### src/rtl/ccff_pkg.sv
// Shared types and helpers for the configuration-chain bitstream loader.
package ccff_pkg;

   typedef enum logic [1:0] {
      StIdle,
      StLoad,
      StVerify,
      StDone
   } ccff_state_e;

   function automatic int unsigned words_per_pass(input int unsigned chain_len,
                                                  input int unsigned word_w);
      return (chain_len + word_w - 1) / word_w;
   endfunction

endpackage

### src/rtl/ccff_serializer.sv
// Word register with occupancy count; serializes MSB-first onto the chain head and
// produces the registered head/enable pair plus the host-side ready.
module ccff_serializer #(
   parameter int unsigned WORD_W = 8
) (
   input  logic              clk,
   input  logic              rst_n,
   input  logic              active,
   input  logic              flush,
   input  logic              room,
   input  logic              room_next,
   input  logic [WORD_W-1:0] bs_data,
   input  logic              bs_valid,
   output logic              bs_ready,
   output logic              take_bit,
   output logic              head,
   output logic              shift_en
);

   localparam int unsigned OccW = $clog2(WORD_W + 1);

   logic [WORD_W-1:0] sr_q, sr_d;
   logic [OccW-1:0]   occ_q, occ_d;
   logic              head_q, head_d;
   logic              en_q, en_d;
   logic              accept;
   logic              next_bit;

   // occ_q counts bits still waiting in sr_q; the bit on the head flop is already gone.
   always_comb begin
      bs_ready = active && room && ((occ_q == '0) || ((occ_q == OccW'(1)) && room_next));
      accept   = bs_ready && bs_valid;
      take_bit = active && room && ((occ_q != '0) || accept);
      next_bit = (occ_q != '0) ? sr_q[WORD_W-1] : bs_data[WORD_W-1];
      sr_d     = sr_q;
      occ_d    = occ_q;
      head_d   = head_q;
      en_d     = 1'b0;
      if (take_bit) begin
         head_d = next_bit;
         en_d   = 1'b1;
      end
      if (flush) begin
         occ_d = '0;
      end else if (accept) begin
         if (occ_q == '0) begin
            sr_d  = bs_data << 1;
            occ_d = OccW'(WORD_W - 1);
         end else begin
            sr_d  = bs_data;
            occ_d = OccW'(WORD_W);
         end
      end else if (take_bit) begin
         sr_d  = sr_q << 1;
         occ_d = occ_q - OccW'(1);
      end
   end

   always_ff @(posedge clk or negedge rst_n) begin
      if (!rst_n) begin
         sr_q   <= '0;
         occ_q  <= '0;
         head_q <= 1'b0;
         en_q   <= 1'b0;
      end else begin
         sr_q   <= sr_d;
         occ_q  <= occ_d;
         head_q <= head_d;
         en_q   <= en_d;
      end
   end

   assign head     = head_q;
   assign shift_en = en_q;

endmodule

### src/rtl/ccff_loader.sv
// Configuration-chain bitstream loader: FSM, pass bit counter and optional readback
// verify (enabled by CCFF_LOADER_VERIFY_EN).
module ccff_loader
   import ccff_pkg::*;
#(
   parameter int unsigned CHAIN_LEN = 8,
   parameter int unsigned WORD_W    = 8,
   parameter int unsigned CNT_W     = $clog2(CHAIN_LEN + 1)
) (
   input  logic              prog_clk,
   input  logic              prog_rst_n,
   input  logic              start,
   input  logic [WORD_W-1:0] bs_data,
   input  logic              bs_valid,
   output logic              bs_ready,
   output logic              ccff_head,
   output logic              ccff_shift_en,
   input  logic              ccff_tail,
   output logic              busy,
   output logic              done,
   output logic              err,
   output logic [CNT_W-1:0]  mismatch_cnt
);

   ccff_state_e      state_q, state_d;
   logic [CNT_W-1:0] cnt_q, cnt_d;
   logic             active, room, room_next, flush, take_bit;

   assign active    = (state_q == StLoad) || (state_q == StVerify);
   assign room      = cnt_q < CNT_W'(CHAIN_LEN);
   assign room_next = cnt_q < CNT_W'(CHAIN_LEN - 1);
   // Leftover bits of a partial last word are dropped once the pass is complete.
   assign flush     = !active || !room;

   ccff_serializer #(
      .WORD_W(WORD_W)
   ) u_ser (
      .clk      (prog_clk),
      .rst_n    (prog_rst_n),
      .active   (active),
      .flush    (flush),
      .room     (room),
      .room_next(room_next),
      .bs_data  (bs_data),
      .bs_valid (bs_valid),
      .bs_ready (bs_ready),
      .take_bit (take_bit),
      .head     (ccff_head),
      .shift_en (ccff_shift_en)
   );

   always_comb begin
      state_d = state_q;
      cnt_d   = cnt_q;
      unique case (state_q)
         StIdle: begin
            if (start) begin
               state_d = StLoad;
               cnt_d   = '0;
            end
         end
         StLoad: begin
            if (!room) begin
`ifdef CCFF_LOADER_VERIFY_EN
               state_d = StVerify;
               cnt_d   = '0;
`else
               state_d = StDone;
`endif
            end else if (take_bit) begin
               cnt_d = cnt_q + 1'b1;
            end
         end
         StVerify: begin
            if (!room) begin
               state_d = StDone;
            end else if (take_bit) begin
               cnt_d = cnt_q + 1'b1;
            end
         end
         StDone:  state_d = StIdle;
         default: state_d = StIdle;
      endcase
   end

   always_ff @(posedge prog_clk or negedge prog_rst_n) begin
      if (!prog_rst_n) begin
         state_q <= StIdle;
         cnt_q   <= '0;
      end else begin
         state_q <= state_d;
         cnt_q   <= cnt_d;
      end
   end

   assign busy = active;
   assign done = (state_q == StDone);

`ifdef CCFF_LOADER_VERIFY_EN
   logic             err_q;
   logic [CNT_W-1:0] mm_q;

   // The tail seen during a pass-2 shift is the pre-shift pass-1 bit at the same index.
   always_ff @(posedge prog_clk or negedge prog_rst_n) begin
      if (!prog_rst_n) begin
         err_q <= 1'b0;
         mm_q  <= '0;
      end else if ((state_q == StIdle) && start) begin
         err_q <= 1'b0;
         mm_q  <= '0;
      end else if ((state_q == StVerify) && ccff_shift_en && (ccff_tail != ccff_head)) begin
         err_q <= 1'b1;
         if (mm_q < CNT_W'(CHAIN_LEN)) begin
            mm_q <= mm_q + 1'b1;
         end
      end
   end

   assign err          = err_q;
   assign mismatch_cnt = mm_q;
`else
   logic unused_tail;
   assign unused_tail  = ccff_tail;
   assign err          = 1'b0;
   assign mismatch_cnt = '0;
`endif

endmodule

### config.mk
export PLATFORM = sky130hd
export DESIGN_NAME = ccff_loader
export DESIGN_NICKNAME = d
export VERILOG_FILES = /design/src/rtl/ccff_pkg.sv /design/src/rtl/ccff_serializer.sv /design/src/rtl/ccff_loader.sv
export SDC_FILE = /design/constraint.sdc
export NUM_CORES = 1
export LEC_CHECK = 0
export CAP_MARGIN = 20
export CORE_MARGIN = 2
export CORE_UTILIZATION = 38
export DETAILED_ROUTE_END_ITERATION = 7
export HOLD_SLACK_MARGIN = 0.06
export SETUP_SLACK_MARGIN = 0.02
export SYNTH_ARGS = -nofsm -noshare
export SYNTH_HDL_FRONTEND = slang
export SYNTH_HIERARCHICAL = 1
export SYNTH_SLANG_ARGS = --single-unit
### constraint.sdc
create_clock -name prog_clk -period 6 [get_ports prog_clk]
set_clock_uncertainty 0.1 [all_clocks]
set_input_delay 0.9 -clock prog_clk [delete_from_list [all_inputs] [get_ports prog_clk]]
set_output_delay 0.9 -clock prog_clk [all_outputs]
set_load 0.05 [all_outputs]
==> flow_metrics.tcl <==
set metrics [dict create \
    cts_sinks 20 \
    syn-cell-area_um2 1290 \
    yosysMostFrequentCell "dfrtp_1" \
    rsz0062_at_grt "no" \
    grt_pass1_vias 895 \
    fin_crit_sh 0.590 \
    slowest_stage "clkdlybuf4s50_1" \
    dpl.hpwl_um 1700 \
    switching_power_mw 0.395 \
    startpoint_type "flop" \
    synth_cells 131 \
    layout-drive-gt1-share 0.144 \
    fmax_ghz 0.283 \
    setup_violations 0 \
    drv_cap 0 \
    synth_edf_count 0 \
    groute.usage.overall 0.131 \
    grt_pass1_wl_um 4060 \
    p_seq_frac 0.275 \
    drv_slew 0 \
    critPathKind "reg2out" \
    slew_headroom 0.392 \
    fp.coreArea_um2 3310 \
    drc_errors 0 \
    drt_iter0_drc 44 \
    postRouteAntennaNets 0 \
    postSynthAreaPerCell_um2 9.86 \
    grt_overflow 0 \
    yosysTopAreaCellShare 0.388 \
    nFillCells 339 \
    clock_latency_ps 310 \
    critPathTopFamily "buffers and inverters" \
    cp-end-kind "output port" \
    ys_seq_area_frac 0.388 \
    tightest_slew_ps 908 \
    grt_max_degree 21 \
    critPathMaxFanout 11 \
    die_h_um 62.3 \
    fin_crit_ps 3540 \
    gp_congestion 0.788 \
    crit_chain "inv_1 -> ha_1 -> and2_1 -> and3_1 -> clkdlybuf4s50_1" \
    p_int_mw 0.445 \
    hold_path_class "reg2reg" \
    cts-resized-gates 0 \
    clkSlewWorstSetupHoldPaths_ps 120 \
    p_leak_nw 0.695 \
    fin_util 0.452 \
    tns_ps 0 \
    yosysTopAreaCell "dfrtp_1" \
    cts_tree "yes" \
    io_pins 23 \
    clockBufferDepth 2 \
    cts-root-buf "clkbuf_4" \
    via_count 935 \
    wirelength_um 2300 \
    place.port_buffers 16 \
    htreeDepth 1 \
    cpPeakStageDelay_ps 790 \
    holdWs_ps 394 \
    initial_core_util 0.390 \
    power.total_mw 0.840 \
    hold_viol 0 \
    die_x_um 62.3 \
    synth_ff_type "dfrtp_1" \
    crit_buf_inv 2 \
    switching_share 0.470 \
    diodes 0 \
    combinationalPowerShare 0.629 \
    power_density_nw_per_um2 562 \
    synthArstFlopShare 1.00 \
    status "complete, no violations" \
    clockPowerShare 0.096 \
    layout.nets 166 \
    ir_drop_uv 240 \
    wl_per_cell_um 12.0 \
    yosys-top-cells-count "20 x dfrtp_1, 15 x nand2_1, 10 x nor2_1" \
    postCtsSetupBuffers 0 \
    cp.required_ps 5000 \
    rows 21 \
    place_area_um2 1460 \
    dr.pass1.iters 4 \
    synthTopCellsByArea "dfrtp_1 39%, mux2i_1 7.0%, mux2_2 6.1%, ha_1 5.8%, nand2_1 4.4%" \
    fin_area_um2 1500 \
    reg2reg_slack_ps 3550 \
    dieArea_um2 3880 \
    yosysWarningCount 6 \
    antenna_found_initial 0 \
    cts_buffers 3 \
    syn2layout_area_growth_pct 15.9 \
    postCtsHoldBufs 0 \
    worst_ep_arrival_time_ps 2540 \
    synth_seq_cells 20 \
    viasPerCell 4.87 \
    ys_types 40 \
]
state kept, by name, indices dropped and copies added (netlist names):
register	cells
cnt_q	4
state_q	2
u_ser/head	1
u_ser/shift_en	1
u_ser/occ_q	4
u_ser/sr_q	8
through the flow:
| step | setup WS (ps) | cells |
|---|---|---|
| 2_1_floorplan | 3090 | 135 |
| 3_3_place_gp | 2810 | 188 |
| 3_5_place_dp | 2790 | 188 |
| 4_1_cts | 2410 | 192 |
| 5_1_grt | 2280 | 192 |
| 6_report | 2460 | 192 |
path summary, 6_finish.rpt:
path	end	from	cells after the start
worst max register to register	cnt_q[0]	state_q[0]	7
worst min-delay path	u_ser/sr_q[2]	u_ser/sr_q[2]	2
worst max-delay path	bs_ready	state_q[0]	5
worst min register to register	u_ser/sr_q[2]	u_ser/sr_q[2]	2
min in group asynchronous	u_ser/head	prog_rst_n	1
max in group asynchronous	u_ser/sr_q[4]	prog_rst_n	1
power groups by stage:
stage               Combinational (mW)  Clock [mW]  Sequential (mW)
detailed placement               0.533           0            0.234
finish                           0.528      0.0807            0.231
floorplan                        0.424           0            0.248
CTS                              0.536      0.0855            0.232
global placement                 0.525           0            0.231
global route                     0.590      0.0909            0.239
cells in the final DEF (no fill, tap or decap), drive strengths merged:
master,Yosys,final
a2111oi,1,1
conb,1,5
inv,7,7
a21o,1,1
a31oi,3,3
and3,1,1
and2b,1,1
or2b,1,1
nand4,1,1
xor2,1,1
nand2b,3,3
and3b,1,1
or3b,1,1
o32ai,1,1
clkdlybuf4s50,0,16
or4b,1,1
nand3,4,4
o21ai,9,9
mux2,8,8
clkbuf,1,4
mux2i,9,9
nand3b,2,2
nor2,10,10
and2,2,2
o21a,1,1
nor3b,1,1
a21oi,5,5
ha,6,6
nor2b,1,1
dfrtp,20,20
a211oi,3,3
nor3,1,1
nand2,15,15
logic make-up (layout without fill, tap and decap cells):
group / Yosys count / count (layout) / share of synthesized area
compound gates: 24 / 24 / 0.124
xor+xnor: 1 / 1 / 0.00678
fa+ha+maj: 6 / 6 / 0.0581
buf+inv: 16 / 27 / 0.0698
flops: 20 / 20 / 0.388
mux: 17 / 17 / 0.142
other cells: 1 / 5 / 0.00290
simple gates: 46 / 46 / 0.208
worst reg2reg max path, stage by stage (launching register included):
cell and delay [ps]:
dfrtp_1 420, inv_1 60, ha_1 490, and2_1 300
and2_1 330, nand3b_4 130, a21oi_2 220, mux2_4 310
routing by layer:
| layer | global-route usage | part of all wire | vias up | wire, µm |
|---|---|---|---|---|
| li1 | - | - | 475 | - |
| met4 | 0.0444 | 0.011 | 0 | 26 |
| met3 | 0.0362 | 0.046 | 4 | 105 |
| met1 | 0.171 | 0.48 | 437 | 1100 |
| met5 | 0 | 0 | - | 0 |
| met2 | 0.209 | 0.46 | 19 | 1060 |
cell type report:
class / instances / area (µm²) / share of cell area
tap: 46 / 57.6 / 0.0385
sequential: 20 / 500 / 0.334
inverter: 7 / 26.3 / 0.0176
multi-input combinational: 99 / 716 / 0.478
timing repair buffer: 16 / 160 / 0.107
clock buffer: 4 / 36.3 / 0.0242
No activity file was read; power rests on OpenSTA's default activity.
